[config.mk]
export PLATFORM = sky130hd
export DESIGN_NAME = shift_sequencer_flat
export DESIGN_NICKNAME = d
export VERILOG_FILES = /design/src/rtl/shift_sequencer_if.sv /design/src/rtl/shift_sequencer.sv /design/src/flat_wrapper.sv
export SDC_FILE = /design/constraint.sdc
export NUM_CORES = 1
export LEC_CHECK = 0
export ABC_AREA = 0
export CORE_ASPECT_RATIO = 1.5
export CORE_MARGIN = 2
export CORE_UTILIZATION = 35
export CTS_CLUSTER_SIZE = 10
export DETAILED_ROUTE_END_ITERATION = 8
export SLEW_MARGIN = 10
export SYNTH_ARGS = -nofsm -noshare
export SYNTH_HDL_FRONTEND = slang
export SYNTH_SLANG_ARGS = --single-unit
[constraint.sdc]
create_clock -name clk -period 2.65 [get_ports clk]
set_input_delay 0.53 -clock clk [delete_from_list [all_inputs] [get_ports clk]]
set_output_delay 0.53 -clock clk [all_outputs]
set_load 0.01 [all_outputs]
[src/rtl/shift_sequencer_if.sv]
// Start/done handshake bundle between a shift requester and shift_sequencer.
// The requester drives the operands; the sequencer returns status and result.
interface shift_sequencer_if #(
  parameter int WIDTH = 16,
  parameter int SHW   = 4
);
  logic             start;
  logic [1:0]       op;
  logic [WIDTH-1:0] a;
  logic [SHW-1:0]   shamt;
  logic             busy;
  logic             done;
  logic [WIDTH-1:0] y;

  modport master (output start, op, a, shamt, input  busy, done, y);
  modport slave  (input  start, op, a, shamt, output busy, done, y);
endinterface

[src/rtl/shift_sequencer.sv]
// Multi-cycle logical/arithmetic shifter: each cycle shifts the captured operand
// by 2, with one final shift by 1 for odd amounts, then pulses done with the result.
module shift_sequencer #(
  parameter int WIDTH = 16,
  parameter int SHW   = 4
) (
  input  logic              clk,
  input  logic              rst_n,
  shift_sequencer_if.slave  bus
);

  typedef enum logic {
    IDLE  = 1'b0,
    SHIFT = 1'b1
  } state_t;

  localparam logic [1:0] OP_SRL = 2'b01;
  localparam logic [1:0] OP_SRA = 2'b10;

  state_t           r_state;
  logic [WIDTH-1:0] r_acc;
  logic [SHW-1:0]   r_rem;
  logic [1:0]       r_op;
  logic [WIDTH-1:0] r_y;
  logic             r_done;

  state_t           w_state_nxt;
  logic [WIDTH-1:0] w_acc_nxt;
  logic [SHW-1:0]   w_rem_nxt;
  logic [1:0]       w_op_nxt;
  logic [WIDTH-1:0] w_y_nxt;
  logic             w_done_nxt;
  logic             w_step2;
  logic [WIDTH-1:0] w_shifted;

  // Op 2'b11 is reserved and falls into the SLL branch.
  function automatic logic [WIDTH-1:0] shift_step(
    input logic [WIDTH-1:0] v,
    input logic [1:0]       op,
    input logic             two
  );
    logic fill;
    fill = (op == OP_SRA) ? v[WIDTH-1] : 1'b0;
    unique case (op)
      OP_SRL, OP_SRA: shift_step = two ? {{2{fill}}, v[WIDTH-1:2]} : {fill, v[WIDTH-1:1]};
      default:        shift_step = two ? {v[WIDTH-3:0], 2'b00}     : {v[WIDTH-2:0], 1'b0};
    endcase
  endfunction

  assign w_step2   = (r_rem >= SHW'(2));
  assign w_shifted = shift_step(r_acc, r_op, w_step2);

  // NOTE: every output of this block gets a default first, so no path can infer a latch.
  always_comb begin
    w_state_nxt = r_state;
    w_acc_nxt   = r_acc;
    w_rem_nxt   = r_rem;
    w_op_nxt    = r_op;
    w_y_nxt     = r_y;
    w_done_nxt  = 1'b0;
    unique case (r_state)
      IDLE: begin
        if (bus.start) begin
          w_acc_nxt   = bus.a;
          w_rem_nxt   = bus.shamt;
          w_op_nxt    = bus.op;
          w_state_nxt = SHIFT;
        end
      end
      SHIFT: begin
        if (r_rem == '0) begin
          w_y_nxt     = r_acc;
          w_done_nxt  = 1'b1;
          w_state_nxt = IDLE;
        end else begin
          w_acc_nxt = w_shifted;
          w_rem_nxt = w_step2 ? (r_rem - SHW'(2)) : '0;
        end
      end
      default: w_state_nxt = IDLE;
    endcase
  end

  // NOTE: state uses non-blocking assignments so every register samples pre-edge values.
  always_ff @(posedge clk or negedge rst_n) begin
    if (!rst_n) begin
      r_state <= IDLE;
      r_acc   <= '0;
      r_rem   <= '0;
      r_op    <= '0;
      r_y     <= '0;
      r_done  <= 1'b0;
    end else begin
      r_state <= w_state_nxt;
      r_acc   <= w_acc_nxt;
      r_rem   <= w_rem_nxt;
      r_op    <= w_op_nxt;
      r_y     <= w_y_nxt;
      r_done  <= w_done_nxt;
    end
  end

  assign bus.busy = (r_state == SHIFT);
  assign bus.done = r_done;
  assign bus.y    = r_y;

endmodule

[src/flat_wrapper.sv]
// flat-port wrapper written by rule: the top's interface ports become plain ports
module shift_sequencer_flat 
#(
  parameter int WIDTH = 16,
  parameter int SHW   = 4
)
  (clk, rst_n, bus_start, bus_op, bus_a, bus_shamt, bus_busy, bus_done, bus_y);
  shift_sequencer_if #(.WIDTH(WIDTH), .SHW(SHW)) bus_i ();
  input  logic clk;
  input  logic rst_n;
  input wire logic [$bits(bus_i.start)-1:0] bus_start;
  input wire logic [$bits(bus_i.op)-1:0] bus_op;
  input wire logic [$bits(bus_i.a)-1:0] bus_a;
  input wire logic [$bits(bus_i.shamt)-1:0] bus_shamt;
  output wire logic [$bits(bus_i.busy)-1:0] bus_busy;
  output wire logic [$bits(bus_i.done)-1:0] bus_done;
  output wire logic [$bits(bus_i.y)-1:0] bus_y;
  assign bus_i.start = bus_start;
  assign bus_i.op = bus_op;
  assign bus_i.a = bus_a;
  assign bus_i.shamt = bus_shamt;
  assign bus_busy = bus_i.busy;
  assign bus_done = bus_i.done;
  assign bus_y = bus_i.y;
  shift_sequencer #(.WIDTH(WIDTH), .SHW(SHW)) u_core (.clk(clk), .rst_n(rst_n), .bus(bus_i));
endmodule
After elaboration in Yosys (flattened, before gate mapping)
Index checks and enable logic that the tools add are counted.

$add $sub $neg: 1. Multipliers: 0. Div/mod/pow operators: 0. $lt $le $gt $ge: 1. Equal/unequal tests: 4. Shift operators: 0. Multiplexer cells: 16. Bitwise operators: 1. Reductions and logical operators: 5.

Operators with widths (count): 2-to-1 mux 16 bit (4); case mux 16 bit (2 select lines) (1); 2-to-1 mux 15 bit (1); 2-to-1 mux 4 bit (3); case mux 4 bit (2 select lines) (1); AND reduction 2 bit (3); 2-to-1 mux 1 bit (5); greater-or-equal comparator 4 x 2 -> 1 bit, second input constant (1); logical NOT 4 bit (1); inequality test 2 bit, second input constant (2); subtractor 4 x 2 -> 4 bit, second input constant (1); equality test 2 x 1 -> 1 bit, second input constant (1); equality test 2 bit, second input constant (1); case mux 1 bit (2 select lines) (1); OR reduction 2 bit (1); inverter 1 bit (1).

Flip-flop bits (word level): 40. Bits in latches: 0. Bits in writable memories: 0. ROM bits: 0. Input bits: 25. Output and inout bits: 18. Word-level logic and storage cells: 34. Memories: 0.

Longest topological paths before layout
Word-level depth: 6. Depth in mapped cells: 8. Gate-level depth less buffers: 6.

Worst setup path after synthesis
OpenSTA, ideal clock, no wires.

Path kind: flip-flop to flip-flop. Start: register u_core.r_rem[1]. End: register u_core.r_y[10], in the netlist u_core.bus.y[10]. Library setup time: 125 ps. Arrival: 1772 ps. Data required time: 2525 ps. Setup slack: 753 ps. Cell stages (with the launch flop): 8. Buffers on the path: 4. Clock period less this slack: 1897 ps. Path through: dfrtp_1 > buf_6 > or3_4 > buf_6 > or2_1 > buf_6 > buf_12 > mux2_4.

Word-level cells in the longest chain between the ends: 2.

RTL lines: start: declaration (line shift_sequencer.sv:22) `logic [SHW-1:0] r_rem;`; start signal: assignment (line shift_sequencer.sv:96) `r_rem <= w_rem_nxt;`; logical NOT 4 bit (line shift_sequencer.sv:71) `if (r_rem == '0) begin`; AND reduction 2 bit (no source line); end signal: assignment (line shift_sequencer.sv:98) `r_y <= w_y_nxt;`; end: declaration (line shift_sequencer.sv:24) `logic [WIDTH-1:0] r_y;`.

Every way passes these cells. A chain may end at the register's enable or synchronous reset.

Final worst setup path
Start: register u_core.r_op[1]. End: register u_core.r_acc[8].

Word-level cells in the longest chain between the ends: 5. Elaborated cells on any way between the ends: 6. Classes of those cells: eq/ne (2); mux (3); reduce/logical (1).

RTL lines: start: declaration (line shift_sequencer.sv:23) `logic [1:0] r_op;`; start signal: assignment (line shift_sequencer.sv:97) `r_op <= w_op_nxt;`; equality test 2 x 1 -> 1 bit or equality test 2 bit (tied branches) (line shift_sequencer.sv:44) `unique case (op)`; OR reduction 2 bit (*) (line shift_sequencer.sv:44); 2-to-1 mux 16 bit (*) (line shift_sequencer.sv:44); 2-to-1 mux 16 bit (*) (line shift_sequencer.sv:71); case mux 16 bit (2 select lines) (*) (line shift_sequencer.sv:61) `unique case (r_state)`; end signal: assignment (line shift_sequencer.sv:95) `r_acc <= w_acc_nxt;`; end: declaration (line shift_sequencer.sv:21) `logic [WIDTH-1:0] r_acc;`.

Every way passes the cells marked *; elsewhere a longest branch is shown, timed or not. The select of a mux whose other input is x is not followed.

==> metrics <==
Final min period 1997 ps; Port Buffer Count 42; Die Height 101.4 microns; number of synthesized flops with an enable pin 0; CTS max path bufs 2; Row Count 35; unrepaired setup endpoints after global routing false; GRT Util Overall 0.1611; initial antenna violation count 0; first-pass detailed-route iteration total 4; status finished, final reports clean; final-report max-slew violation count 0; Crit Path Category flip-flop to flip-flop; Worst EP arrival 2180 ps; Routed Antenna Nets 0; peak supply drop 0.0004512 V; vias in the first global route 1,707; Post-CTS Setup Inserts 0; number of vias per cell 5.380; layout cells sized above 1 0.1746; CP Capture Type flip-flop; setup ws final 653.5 ps; top achievable clock speed 500.9 MHz; initial DRC count 100; number of antenna repair diodes 0; Seq cells post-synth 40; commonest non-fill, non-tap cell in the layout clkdlybuf4s50_1; core area 0.006131 sq mm; Max stage delay on crit path 810 ps; syn nets 239; crit path max fanout 25; Pwr Total 0.003752 W; CTS buffer count 5; Seq/Total Area, Yosys 0.4522; WL final 5.164 mm; CP max-delay cell ha_1; Clock Skew 5.394 ps; FFs w/ async S/R, synth 1.000; setup TNS 0 ps; Slew @ Worst Pin 913.8 ps; I/O pins 43; post-synthesis cell count 212; CTS Root Cell clkbuf_8; final HPWL from detailed placement 3.507 mm; endpoints failing setup 0; Critical Path Source Type flip-flop; Synth Warn # 0; H-tree depth 2; # fillers 614; WL/cell 15.84 microns; Main synth FF type dfrtp_1; CTS tree done; Via Count 1,754; worst path cell trace ha_1, nand2b_1, a21oi_1, o32a_1; area delta synth->final 24.82%; GP Congestion 0.7888; Die Wd 68.93 microns; Post-Synthesis Cell Area 0.002213 sq mm; global-route wire length before repair 8.418 mm; library cells used by synthesis 45; commonest non-fill, non-tap cells in the layout clkdlybuf4s50_1 (41), dfrtp_1 (40), nand2_1 (24), a21oi_1 (18), o21ai_0 (17); pre-CTS setup slack 412.5 ps; die area 0.006989 sq mm; Final Cycle Share 0.7534; clock sinks 40; largest net degree at the start of global routing 41; Reg2Reg Depth 4; hold_buf cts 0; max_cap viols 0; CP Data Required Time 2830 ps; Max transition margin 0.3908; grt total ovfl 0; Leak 1.172 nW; Reg clk slew, reported paths 80 ps; worst skew pair latency 300 ps; PwrDens 1358 mW/mm^2; CTS resizes 0; Post-Syn Area per Cell 10.44 sq um; Nets 278; final hold vios 0; Initial Utilization 0.3610; worst min path class primary input to async pin; DRC 0
-- layer usage --
| metal | track usage | vias up | part of all wire |
|---|---|---|---|
| li1 | - | 840 | - |
| met5 | 0 | - | 0 |
| met3 | 0.02667 | 8 | 0.032 |
| met2 | 0.2655 | 41 | 0.52 |
| met4 | 0.07089 | 0 | 0.022 |
| met1 | 0.2040 | 865 | 0.42 |
-- critical path: cells and delay by family, from the launching register on --
family	cells	cell delay (ps)
AO/OA/AOI/OAI	2	390
adder cells (fa/ha/maj)	1	810
flip-flops	1	380
AND/OR/NAND/NOR	1	300
-- area by class of cell --
cell class | instances | area, sq um | share of cell area
flip-flops and latches | 40 | 1001 | 0.3623
multi-input cells | 147 | 1079 | 0.3904
clock buffers | 6 | 82.58 | 0.02989
clock inverters | 2 | 10.01 | 0.003623
repair buffers | 49 | 467.9 | 0.1694
well taps | 74 | 92.59 | 0.03351
inverters | 8 | 30.03 | 0.01087
-- worst paths after layout --
| kind | slack, ps | start | to |
|---|---|---|---|
| max | 650 | u_core.r_op[1] | u_core.r_acc[8] |
| min | 360 | rst_n | u_core.bus.y[5] |
| max reg2reg | 650 | u_core.r_op[1] | u_core.r_acc[8] |
| min reg2reg | 510 | u_core.bus.y[14] | u_core.bus.y[14] |
| max in group asynchronous | 1710 | rst_n | u_core.r_rem[1] |
| min in group clk | 510 | u_core.bus.y[14] | u_core.bus.y[14] |
-- synthesized netlist by cell type, types with 2 or more instances --
cell type / count / area [sq um]
o21ai_0: 17 / 85.08
mux2i_1: 6 / 60.06
dfrtp_1: 40 / 1001
nand2_1: 24 / 90.09
nor3_1: 4 / 20.02
buf_6: 3 / 33.78
a211oi_1: 2 / 15.01
nand3b_1: 2 / 15.01
nand3_1: 2 / 10.01
mux4_2: 5 / 112.6
a31oi_1: 3 / 18.77
nand2b_1: 2 / 12.51
a21o_1: 2 / 15.01
clkbuf_1: 10 / 37.54
mux2_4: 7 / 105.1
o211ai_1: 4 / 30.03
buf_2: 2 / 10.01
nor2b_1: 2 / 12.51
mux2_2: 11 / 123.9
o2bb2ai_1: 2 / 17.52
a21oi_1: 18 / 90.09
ha_1: 2 / 25.02
inv_1: 7 / 26.28
nor2_1: 13 / 48.80
nand4_1: 2 / 12.51
-- registers in the layout (all words and copies together), names as in the netlist --
register and count:
u_core.bus.y 16, u_core.r_acc 16, u_core.r_rem 4, u_core.r_op 2
u_core.bus.busy 1, u_core.bus.done 1
-- logic make-up (layout without fill, tap and decap cells) --
family | count (synthesis) | after routing | share of synthesized area
simple gates | 56 | 56 | 0.1176
compound gates | 60 | 60 | 0.1747
buf+inv | 25 | 65 | 0.06275
mux | 29 | 29 | 0.1815
fa+ha+maj | 2 | 2 | 0.01130
flops | 40 | 40 | 0.4522
-- power by group --
group          switching (W)  internal [W]  leakage [nW]  total, W
sequential          0.000316      0.000929         0.484   0.00124
clock               0.000221      0.000208        0.0510  0.000429
combinational       0.000956       0.00112         0.636   0.00208
total                0.00149       0.00226          1.17   0.00375
-- through the flow --
stage | utilization | std cells | hold slack [ps] | cell area (sq um)
floorplan | - | 212 | 234.4 | 2213
global placement | 0.4355 | 318 | 469.6 | 2670
detailed placement | 0.4355 | 318 | 496.4 | 2670
CTS | 0.4506 | 326 | 406.0 | 2763
global route | 0.4506 | 326 | 425.5 | 2763
finish | 0.4506 | 326 | 357.8 | 2763
Power figures use the tool's default switching activity.
